==> config.mk <==
export PLATFORM = sky130hd
export DESIGN_NAME = rr_req_gnt_arbiter
export DESIGN_NICKNAME = d
export VERILOG_FILES = /design/src/rtl/rr_req_gnt_arbiter.sv
export SDC_FILE = /design/constraint.sdc
export NUM_CORES = 1
export LEC_CHECK = 0
export BUFFER_PORTS_ARGS = -buffer_cell sky130_fd_sc_hd__buf_2
export CORE_MARGIN = 4
export CORE_UTILIZATION = 57
export DETAILED_ROUTE_END_ITERATION = 7
export PLACE_DENSITY = 0.78
export SETUP_SLACK_MARGIN = 0.5
export SYNTH_ARGS = -nofsm -noshare
export SYNTH_HDL_FRONTEND = slang
export SYNTH_SLANG_ARGS = --single-unit
==> constraint.sdc <==
create_clock -name clk -period 5.8 [get_ports clk]
set_clock_uncertainty 0.2 [all_clocks]
set_input_delay 0.58 -clock clk [delete_from_list [all_inputs] [get_ports clk]]
set_output_delay 0.58 -clock clk [all_outputs]
set_load 0.02 [all_outputs]
==> src/rtl/rr_req_gnt_arbiter.sv <==
// Round-robin req/gnt arbiter: registered one-hot grant, hold limit with
// preempt pulse, and a one-cycle gap between successive grants.
module rr_req_gnt_arbiter #(
    parameter int NUM_REQ  = 4,
    parameter int MAX_HOLD = 8,
    parameter int ID_W     = $clog2(NUM_REQ),
    parameter int CNT_W    = $clog2(MAX_HOLD + 1)
) (
    input  logic               clk,
    input  logic               reset,
    input  logic [NUM_REQ-1:0] req,
    output logic [NUM_REQ-1:0] gnt,
    output logic               gnt_valid,
    output logic [ID_W-1:0]    gnt_id,
    output logic               preempt
);

    typedef enum logic [1:0] {IDLE, GRANT, GAP} state_t;

    state_t             state_q, state_d;
    logic [NUM_REQ-1:0] gnt_q, gnt_d;
    logic               gnt_valid_q, gnt_valid_d;
    logic [ID_W-1:0]    gnt_id_q, gnt_id_d;
    logic               preempt_q, preempt_d;
    logic [CNT_W-1:0]   hold_cnt_q, hold_cnt_d;
    logic [ID_W-1:0]    last_id_q, last_id_d;

    logic               win_found;
    logic [ID_W-1:0]    win_id;
    logic               at_limit;
    logic               others_req;

    // Search starts just after the last winner, so it has lowest priority.
    always_comb begin
        win_found = 1'b0;
        win_id    = '0;
        for (int i = 1; i <= NUM_REQ; i++) begin
            if (!win_found && req[(int'(last_id_q) + i) % NUM_REQ]) begin
                win_found = 1'b1;
                win_id    = ID_W'((int'(last_id_q) + i) % NUM_REQ);
            end
        end
    end

    assign at_limit   = (hold_cnt_q == CNT_W'(MAX_HOLD));
    assign others_req = |(req & ~gnt_q);

    always_comb begin
        state_d     = state_q;
        gnt_d       = gnt_q;
        gnt_valid_d = gnt_valid_q;
        gnt_id_d    = gnt_id_q;
        preempt_d   = 1'b0;
        hold_cnt_d  = hold_cnt_q;
        last_id_d   = last_id_q;
        case (state_q)
            IDLE, GAP: begin
                if (win_found) begin
                    state_d        = GRANT;
                    gnt_d          = '0;
                    gnt_d[win_id]  = 1'b1;
                    gnt_valid_d    = 1'b1;
                    gnt_id_d       = win_id;
                    hold_cnt_d     = CNT_W'(1);
                    last_id_d      = win_id;
                end else begin
                    state_d     = IDLE;
                    gnt_d       = '0;
                    gnt_valid_d = 1'b0;
                    gnt_id_d    = '0;
                    hold_cnt_d  = '0;
                end
            end
            GRANT: begin
                // Release takes priority over the limit, so no preempt then.
                if (!req[gnt_id_q] || (at_limit && others_req)) begin
                    state_d     = GAP;
                    gnt_d       = '0;
                    gnt_valid_d = 1'b0;
                    gnt_id_d    = '0;
                    hold_cnt_d  = '0;
                    preempt_d   = req[gnt_id_q];
                end else if (!at_limit) begin
                    hold_cnt_d = hold_cnt_q + CNT_W'(1);
                end
            end
            default: begin
                state_d     = IDLE;
                gnt_d       = '0;
                gnt_valid_d = 1'b0;
                gnt_id_d    = '0;
                hold_cnt_d  = '0;
            end
        endcase
    end

    always_ff @(posedge clk or posedge reset) begin
        if (reset) begin
            state_q     <= IDLE;
            gnt_q       <= '0;
            gnt_valid_q <= 1'b0;
            gnt_id_q    <= '0;
            preempt_q   <= 1'b0;
            hold_cnt_q  <= '0;
            last_id_q   <= ID_W'(NUM_REQ - 1);
        end else begin
            state_q     <= state_d;
            gnt_q       <= gnt_d;
            gnt_valid_q <= gnt_valid_d;
            gnt_id_q    <= gnt_id_d;
            preempt_q   <= preempt_d;
            hold_cnt_q  <= hold_cnt_d;
            last_id_q   <= last_id_d;
        end
    end

    assign gnt       = gnt_q;
    assign gnt_valid = gnt_valid_q;
    assign gnt_id    = gnt_id_q;
    assign preempt   = preempt_q;

endmodule

# After elaboration in Yosys (flattened, before gate mapping)
# Index checks and enable logic that the tools add are counted.
[word_totals] inputBits=6 regBits=16
[classes] muxes=42 reduce_logical=18 n_eq_ne=5 n_lt_le_gt_ge=7 add_sub_neg=5 bitwise_logic=6
[ops] cell="$mux 1" n=20
[ops] cell="$lt 3x4->1 const B" n=4
[ops] cell="$mux 4" n=4
[ops] cell="$pmux 4 s2" n=2
[ops] cell="$mux 2" n=7
[ops] cell="$bmux 1 s2" n=5
[ops] cell="$reduce_or 2->1" n=5
[ops] cell="$pmux 2 s2" n=2
[ops] cell="$lt 2x3->1 const B" n=2
[ops] cell="$logic_and 1x1->1" n=5
[ops] cell="$add 2x1->2 const B" n=2
[ops] cell="$add 2x2->2 const B" n=2
[ops] cell="$add 4x1->4 const B" n=1
[ops] cell="$and 1x1->1 const A" n=4
[ops] cell="$and 4x4->4" n=1
[ops] cell="$eq 4x4->1 const B" n=1
[ops] cell="$logic_not 1->1" n=4
[ops] cell="$not 4->4" n=1
[ops] cell="$reduce_or 4->1" n=1
[ops] cell="$ne 3x3->1 const B" n=1
[ops] cell="$demux 1 s2" n=1
[ops] cell="$eq 2x1->1 const B" n=1
[ops] cell="$eq 2x2->1 const B" n=1
[ops] cell="$ge 2x1->1 const B" n=1
[ops] cell="5 further kinds" n=5

# Depth between registers and ports, before layout
# Gate-level depths: netlist of the first run.
[logic_depth] ltp_word=22 mapped_depth=7

# Worst setup path after synthesis of the first run
# No wires, ideal clock.
[synth_timing] path_type="reg-to-reg" start="reg hold_cnt_q[0]" end="reg gnt_q[2], in the netlist gnt[2]" required_time_ps=5480 setup_time_ps=120 stages_incl_launch_ff=8 synth_period_minus_slack_ps=1819 setup_slack_ps=3981 n_path_buf=1 t_arrival_ps=1499 cell_sequence="dfrtp_1 inv_1 ha_1 nand3b_4 a41o_1 and2_1 buf_6 a22o_4"
[synth_via] elab_chain_cells=4
[synth_rtl] element="start, declared" line_no="25" source="logic [CNT_W-1:0] hold_cnt_q, hold_cnt_d;"
[synth_rtl] element="start signal, assigned" line_no="112" source="hold_cnt_q <= hold_cnt_d;"
[synth_rtl] element="$eq 4x4->1" line_no="45" source="assign at_limit = (hold_cnt_q == CNT_W'(MAX_HOLD));"
[synth_rtl] element="$logic_and 1x1->1" line_no="76" source="if (!req[gnt_id_q] || (at_limit && others_req)) begin"
[synth_rtl] element="$logic_or 1x1->1" line_no="76"
[synth_rtl] element="$ne 2x2->1 (no line)"
[synth_rtl] element="end signal, assigned" line_no="108" source="gnt_q <= gnt_d;"
[synth_rtl] element="end, declared" line_no="21" source="logic [NUM_REQ-1:0] gnt_q, gnt_d;"
# No other way between the ends.
# A chain may end at the register's enable or synchronous reset.

# Worst setup path in the final report of the first run
# Ends and elaborated chain as after synthesis.

==> results of run 1 <==
==> metal layers <==
layer  up-vias  share of wire (%)  wire (um)
li1        306                  -          -
met1       307                 44        695
met2        22                 51        803
met3         0                5.7         90
met4         0                  0          0
met5         -                  0          0
==> state kept, by name (all words and copies together), names as in the netlist <==
register / cells
gnt: 4
state_q: 2
gnt_valid: 1
hold_cnt_q: 4
gnt_id: 2
preempt: 1
last_id_q: 2
==> worst paths after layout <==
path / from / to / depth (start not counted)
worst max-delay path: hold_cnt_q[0] / gnt[2] / 6
worst min-delay path: reset / state_q[1] / 2
worst max register to register: hold_cnt_q[0] / gnt[2] / 6
worst min register to register: state_q[1] / state_q[1] / 1
max in group asynchronous: reset / last_id_q[1] / 2
min in group clk: state_q[1] / state_q[1] / 1
==> area by class of cell <==
class,count,area [um2],area share (%)
clock buffer,4,36.3,3.77
inverter,3,11.3,1.17
sequential,16,403,41.8
tap,15,18.8,1.95
multi-input combinational,57,429,44.5
timing repair buffer,13,65.1,6.75
==> layout by cell type, fill, tap and decap left out, types with 2 or more instances in the layout <==
cell type and instances:
buf_2 13, nand2b_1 7, nor3b_1 2, dfstp_2 2, clkbuf_4 3, mux2i_1 3
inv_1 3, dfrtp_1 14, ha_1 2, nand2_1 4, a21oi_1 4, and3_1 2
o2bb2ai_1 2, nand3b_1 2, nand3_1 2, a21o_1 5, nor2_1 6
==> Yosys cell counts, types with 2 or more instances <==
library cell	n	share of area, %
inv_1	3	1.3
a21o_1	5	4.4
nand2b_1	7	5.1
nand2_1	4	1.7
mux2i_1	3	3.5
o2bb2ai_1	2	2.0
nand3b_1	2	1.7
nand3_1	2	1.2
nor3b_1	2	1.7
a21oi_1	4	2.3
and3_1	2	1.5
dfstp_2	2	6.1
nor2_1	6	2.6
ha_1	2	2.9
dfrtp_1	14	41
==> kinds of logic (layout without fill, tap and decap cells) <==
family                     after synthesis  in the layout  synth area share (%)
DFF                                     16             16                  46.9
and+or+nand+nor                         31             31                  22.7
AOI/OAI and AO/OA                       19             19                  18.8
buffers and inverters                    5             20                  3.06
xor gates and xnor gates                 2              2                  2.04
muxes                                    3              3                  3.50
adders and majority gates                2              2                  2.91
==> worst max-delay path, stage by stage, from the launching register on <==
cell and delay [ps]:
dfrtp_1 420, inv_1 70, ha_1 180, nand3b_4 110
a41o_1 260, and2_1 270, a22o_4 290
==> stage by stage <==
stage	util [%]	hold slack, ps
after global routing	70.5	204
after floorplan	-	222
final	70.5	143
after CTS	70.5	156
after global placement	67.9	254
after detailed placement	67.9	255
==> power groups by stage <==
stage	registers (mW)	clock network (mW)	logic [mW]
floorplan	0.216	0	0.153
CTS	0.201	0.0741	0.219
finish	0.201	0.0711	0.218
global placement	0.202	0	0.213
global route	0.210	0.0787	0.239
detailed placement	0.203	0	0.218
==> metrics.txt, run 1 <==
Pleak=0.511 nW; Mapped Nets=86; Final min period=roughly 1900 ps; CTS clk-pin slew, worst paths=approximately 90 ps; final worst slack=between 3000 and 4000 ps; Horiz. Die Dim=46.8 um; EDFF count, synth=0; outcome=finished clean; port buffer count=13; VDD IR max=0.303 mV; largest net degree at the start of global routing=17; Fin. Hold Viols=0; Die Y=around 47 um; Vias/cell=a little under 6; PostCTS Resize Cnt=0; ys flop type=dfrtp_1; Sw Share=40.0%; core area=0.00137 mm2; worst-margin pin slew=570 ps; combinational power share=44.4%; yosys warns=0; register-to-register setup slack=3880 ps; TritonCTS Buffers=3; H-tree depth=1; global-route met3 utilization=2.30%; area growth from synthesis to final layout=12.2%; Total Die Area=0.00219 mm2; pre-CTS setup slack=3810 ps; setup repair bufs after CTS=0; post-route ant nets=0; slew margin rel.=62.0%; fillers=109; Detailed Route Iter0 Violations=23; Crit path required time=5780 ps; clk sink count=16; max-cap viol count=0; # DRC=0; final setup vio count=0; initial antenna violation count=0; library cells used by synthesis=33; Clock Latency Late Sink=between 200 and 300 ps; global-route wire length before repair=approximately 2800 um; Diodes inserted=0; unrepaired setup endpoints after global routing=false; GR met2 Demand/Resource=29.0%; I/O Pins=14; Placed Area=slightly above 900 um2; placed insts=104; Tcrit/Tclk final=between 30% and 40%; DR vias=635; Post-Synthesis Cells=78; maximum fanout along the worst path=10; post-DP HPWL=1230 um; routed wire length=1590 um; Final Power=0.490 mW; Post-synth ARST share=100%; routed wire length per instance=14.7 um; pins over their slew limit=0; vias in the first global route=643; gr usage total=18.2%; Synth Register Bits=16; gpl congestion=0.763; HP Class=input pin to async pin; post-route cell area=963 um2; P_int=0.294 mW; Peak Freq=between 500 and 600 MHz; clock power share=14.5%; Power per Cell Area=509 mW/mm2; layout cells sized above 1=about 28%; sequential share of power=41.1%; Site Rows=13; crit end category=register; met1 Track Usage GR=between 20 and 25%; nets=roughly 100; TritonCTS clock tree=done; total global routing overflow=0; post-route insts no fill=108; critical path class=register to register; Sw Pwr=0.196 mW; Bufs on Longest Clock Path=2; Setup TNS Final=0 ps; initial core utilization=a little over three fifths; WP data arrival=approximately 1900 ps; crit start category=register; post-synthesis sequential area ratio=a little under half; post-synthesis cell area=roughly 860 um2; drt first pass iters=4; synthesized area per cell=11.0 um2; CTS Root Cell=clkbuf_4; CTS Hold Buffers Added=0; busiest grt layer=met2
Note: power is estimated with default switching activity, not from simulation.
==> run 2: changes to the inputs <==
Settings changed: ABC_AREA set to 1, CORE_UTILIZATION 57 to 50, PLACE_DENSITY 0.78 to 0.71.
Clock period 5.8 ns to 1.5 ns, I/O delays scaled along.
==> run 2 against run 1 <==
  * The flow now finishes with violations (hold timing, setup timing)
  * Largest cell class unchanged
  * Combinational power rose to 12 times the previous value
  * Sequential power rose to 3.8 times the previous value
  * Cell count rose by 100%
  * First-iteration DRC count rose by 43%
  * Critical path type unchanged
  * Worst hold slack worse by 510 ps
  * Register-to-register slack got worse by 4200 ps
  * Critical endpoint is now hold_cnt_q[0]
  * Routed wire length increased by 91%
  * Maximum frequency rose by 7.2%
==> metrics.txt, run 2 <==
count leader, synth=nand2_1; H-tree depth=1; TritonCTS Buffers=3; leading area contributor after synthesis=dfrtp_1; DR vias=about 1100; register-to-register setup slack=-290 ps; gpl congestion=0.922; Sw Share=around 49%; clock power share=7.9%; library cells used by synthesis=23; CP delay by family, top=simple AND/OR/NAND/NOR gates; EDFF count, synth=0; Total Die Area=roughly 0.003 mm2; final worst slack=-287 ps; Pleak=0.809 nW; HP Class=input pin to async pin; VDD IR max=between 1 and 1.5 mV; Synth Register Bits=16; synthesized area per cell=7.15 um2; core area=0.00200 mm2; Die Y=54.1 um; slew margin rel.=71.7%; Detailed Route Iter0 Violations=33; critical path class=register to register; routed wire length per instance=around 14 um; ys flop type=dfrtp_1; port buffer count=13; Fin. Hold Viols=15; Horiz. Die Dim=between 50 and 60 um; nets=200; Diodes inserted=0; WP data arrival=around 1800 ps; largest cells by area after synthesis=dfrtp_1 (33%), nand2_1 (18%), nand3_1 (5.6%), inv_1 (5.3%), nand2_2 (5.3%); Site Rows=16; # DRC=0; initial antenna violation count=0; outcome=finished, violations left; post-DP HPWL=2100 um; Tcrit/Tclk final=119%; drt first pass iters=4; CP most frequent cell=nand2_1; Final Power=around 3.7 mW; Vias/cell=around 5.2; Clock Latency Late Sink=290 ps; total global routing overflow=0; I/O Pins=14; pins over their slew limit=0; violated checks=hold timing, setup timing; gr usage total=between 20 and 25%; TritonCTS clock tree=done; maximum fanout along the worst path=8; Bufs on Longest Clock Path=2; combinational power share=a little under three quarters; vias in the first global route=just over 1000; cells along the critical path=buf_6, nand2_2, nand3_2, nand2_2, nor2_4, nand3_2, nand2_4, nand2_1, nand2_1, nand2_1; P_int=1.88 mW; layout cells sized above 1=50.8%; initial core utilization=53.2%; CTS Root Cell=clkbuf_4; CTS clk-pin slew, worst paths=roughly 100 ps; Final min period=approximately 1800 ps; most frequent cells after synthesis=nand2_1 (52), inv_1 (15), dfrtp_1 (14), nand3_1 (12), nand2_2 (9); yosys warns=0; hold_ws=-370 ps; largest net degree at the start of global routing=12; Power per Cell Area=2320 mW/mm2; Crit path required time=1500 ps; commonest non-fill, non-tap cell in the layout=nand2_1; Worst path slowest cell=dfstp_2; crit start category=register; area growth from synthesis to final layout=48.4%; crit end category=register; most frequent cells in the layout=nand2_1 (42), buf_4 (22), nand2_2 (17); Crit path largest cell delay=610 ps; post-route ant nets=0; worst-margin pin slew=424 ps; reg2reg end=hold_cnt_q[0]; Buf/Inv on CP=1; routed wire length=3030 um; global-route wire length before repair=4730 um; sequential share of power=20.7%; Mapped Nets=157; post-synthesis cell area=0.00106 mm2; Crit Reg-Reg Startpoint=last_id_q[0]; clk sink count=16; Post-Synthesis Cells=149; Post-synth ARST share=100%; Peak Freq=roughly 560 MHz; unrepaired setup endpoints after global routing=true; Sw Pwr=approximately 1.8 mW; Yosys top cell area share=32.9%; post-synthesis sequential area ratio=37.8%; Register-to-Register Path Depth=10; Setup TNS Final=-2930 ps; max-cap viol count=0; final setup vio count=15
run 2: cell types whose count changed in the layout (fill, tap and decap cells not counted), sizes merged, moves of 5 or more:
cell / change
nand3: +12
nand2: +61
inv: +17
nand2b: -7
o21ai: +5
buf: +26
a21o: -5
run 2: worst max path at each step:
stage                 startpoint             to  depth (start not counted)
detailed placement  last_id_q[0]  hold_cnt_q[0]                         11
floorplan           last_id_q[0]         gnt[0]                         10
CTS                 last_id_q[0]  hold_cnt_q[0]                         11
global placement    last_id_q[0]         gnt[0]                         11
finish              last_id_q[0]  hold_cnt_q[0]                         10
global route        last_id_q[0]         gnt[3]                         11
run 2: timing repair:
action / in CTS / in global routing
buffers inserted: 4 / 4
endpoints found under the setup margin: 24 / 24
hold endpoints to repair: 10 / 9
pin swaps: 5 / 4
gates resized for setup: 32 / 12
run 2: layer usage:
layer  routed length, um  global-route usage, %
met5                   0                      0
met1                1410                   32.0
met2                1480                   35.9
met3                 142                   5.26
met4                   0                   3.73
run 2: cell type report:
type / count / area [um2]
sequential: 16 / 404
timing repair buffer: 39 / 325
fill: 137 / 422
multi-input combinational: 112 / 696
inverter: 20 / 85.1
tap: 27 / 33.8
clock buffer: 4 / 36.3
run 2: power by group through the flow:
stage | Sequential, mW | Clock (mW) | Combinational [mW]
detailed placement | 0.727 | 0 | 2.11
global route | 0.776 | 0.316 | 2.85
finish | 0.760 | 0.289 | 2.62
floorplan | 0.795 | 0 | 1.39
global placement | 0.721 | 0 | 2.06
CTS | 0.746 | 0.293 | 2.42
run 2: cells by family after synthesis:
family	Yosys count	share of synthesized area (%)
AND/OR/NAND/NOR	94	42.5
buffers and inverters	21	8.11
flip-flops	16	37.8
AO/OA/AOI/OAI	14	7.52
XOR/XNOR	2	1.65
adder cells (fa/ha/maj)	2	2.35
run 2: worst reg2reg max path, cell delays in order (launching register included):
cell,delay (ps)
dfstp_2,610
buf_6,130
nand2_2,60
nand3_2,100
nand2_2,80
nor2_4,120
nand3_2,80
nand2_4,130
nand2_1,80
nand2_1,60
nand2_1,50
run 2: metrics by stage:
stage	worst slack (ps)	cells	instance area (um2)	utilization, %
2_1_floorplan	-112	149	1110	-
4_1_cts	-284	214	1510	75.3
5_1_grt	-388	218	1580	78.9
3_5_place_dp	-286	206	1330	66.4
6_report	-287	218	1580	78.9
3_3_place_gp	-254	206	1330	66.4
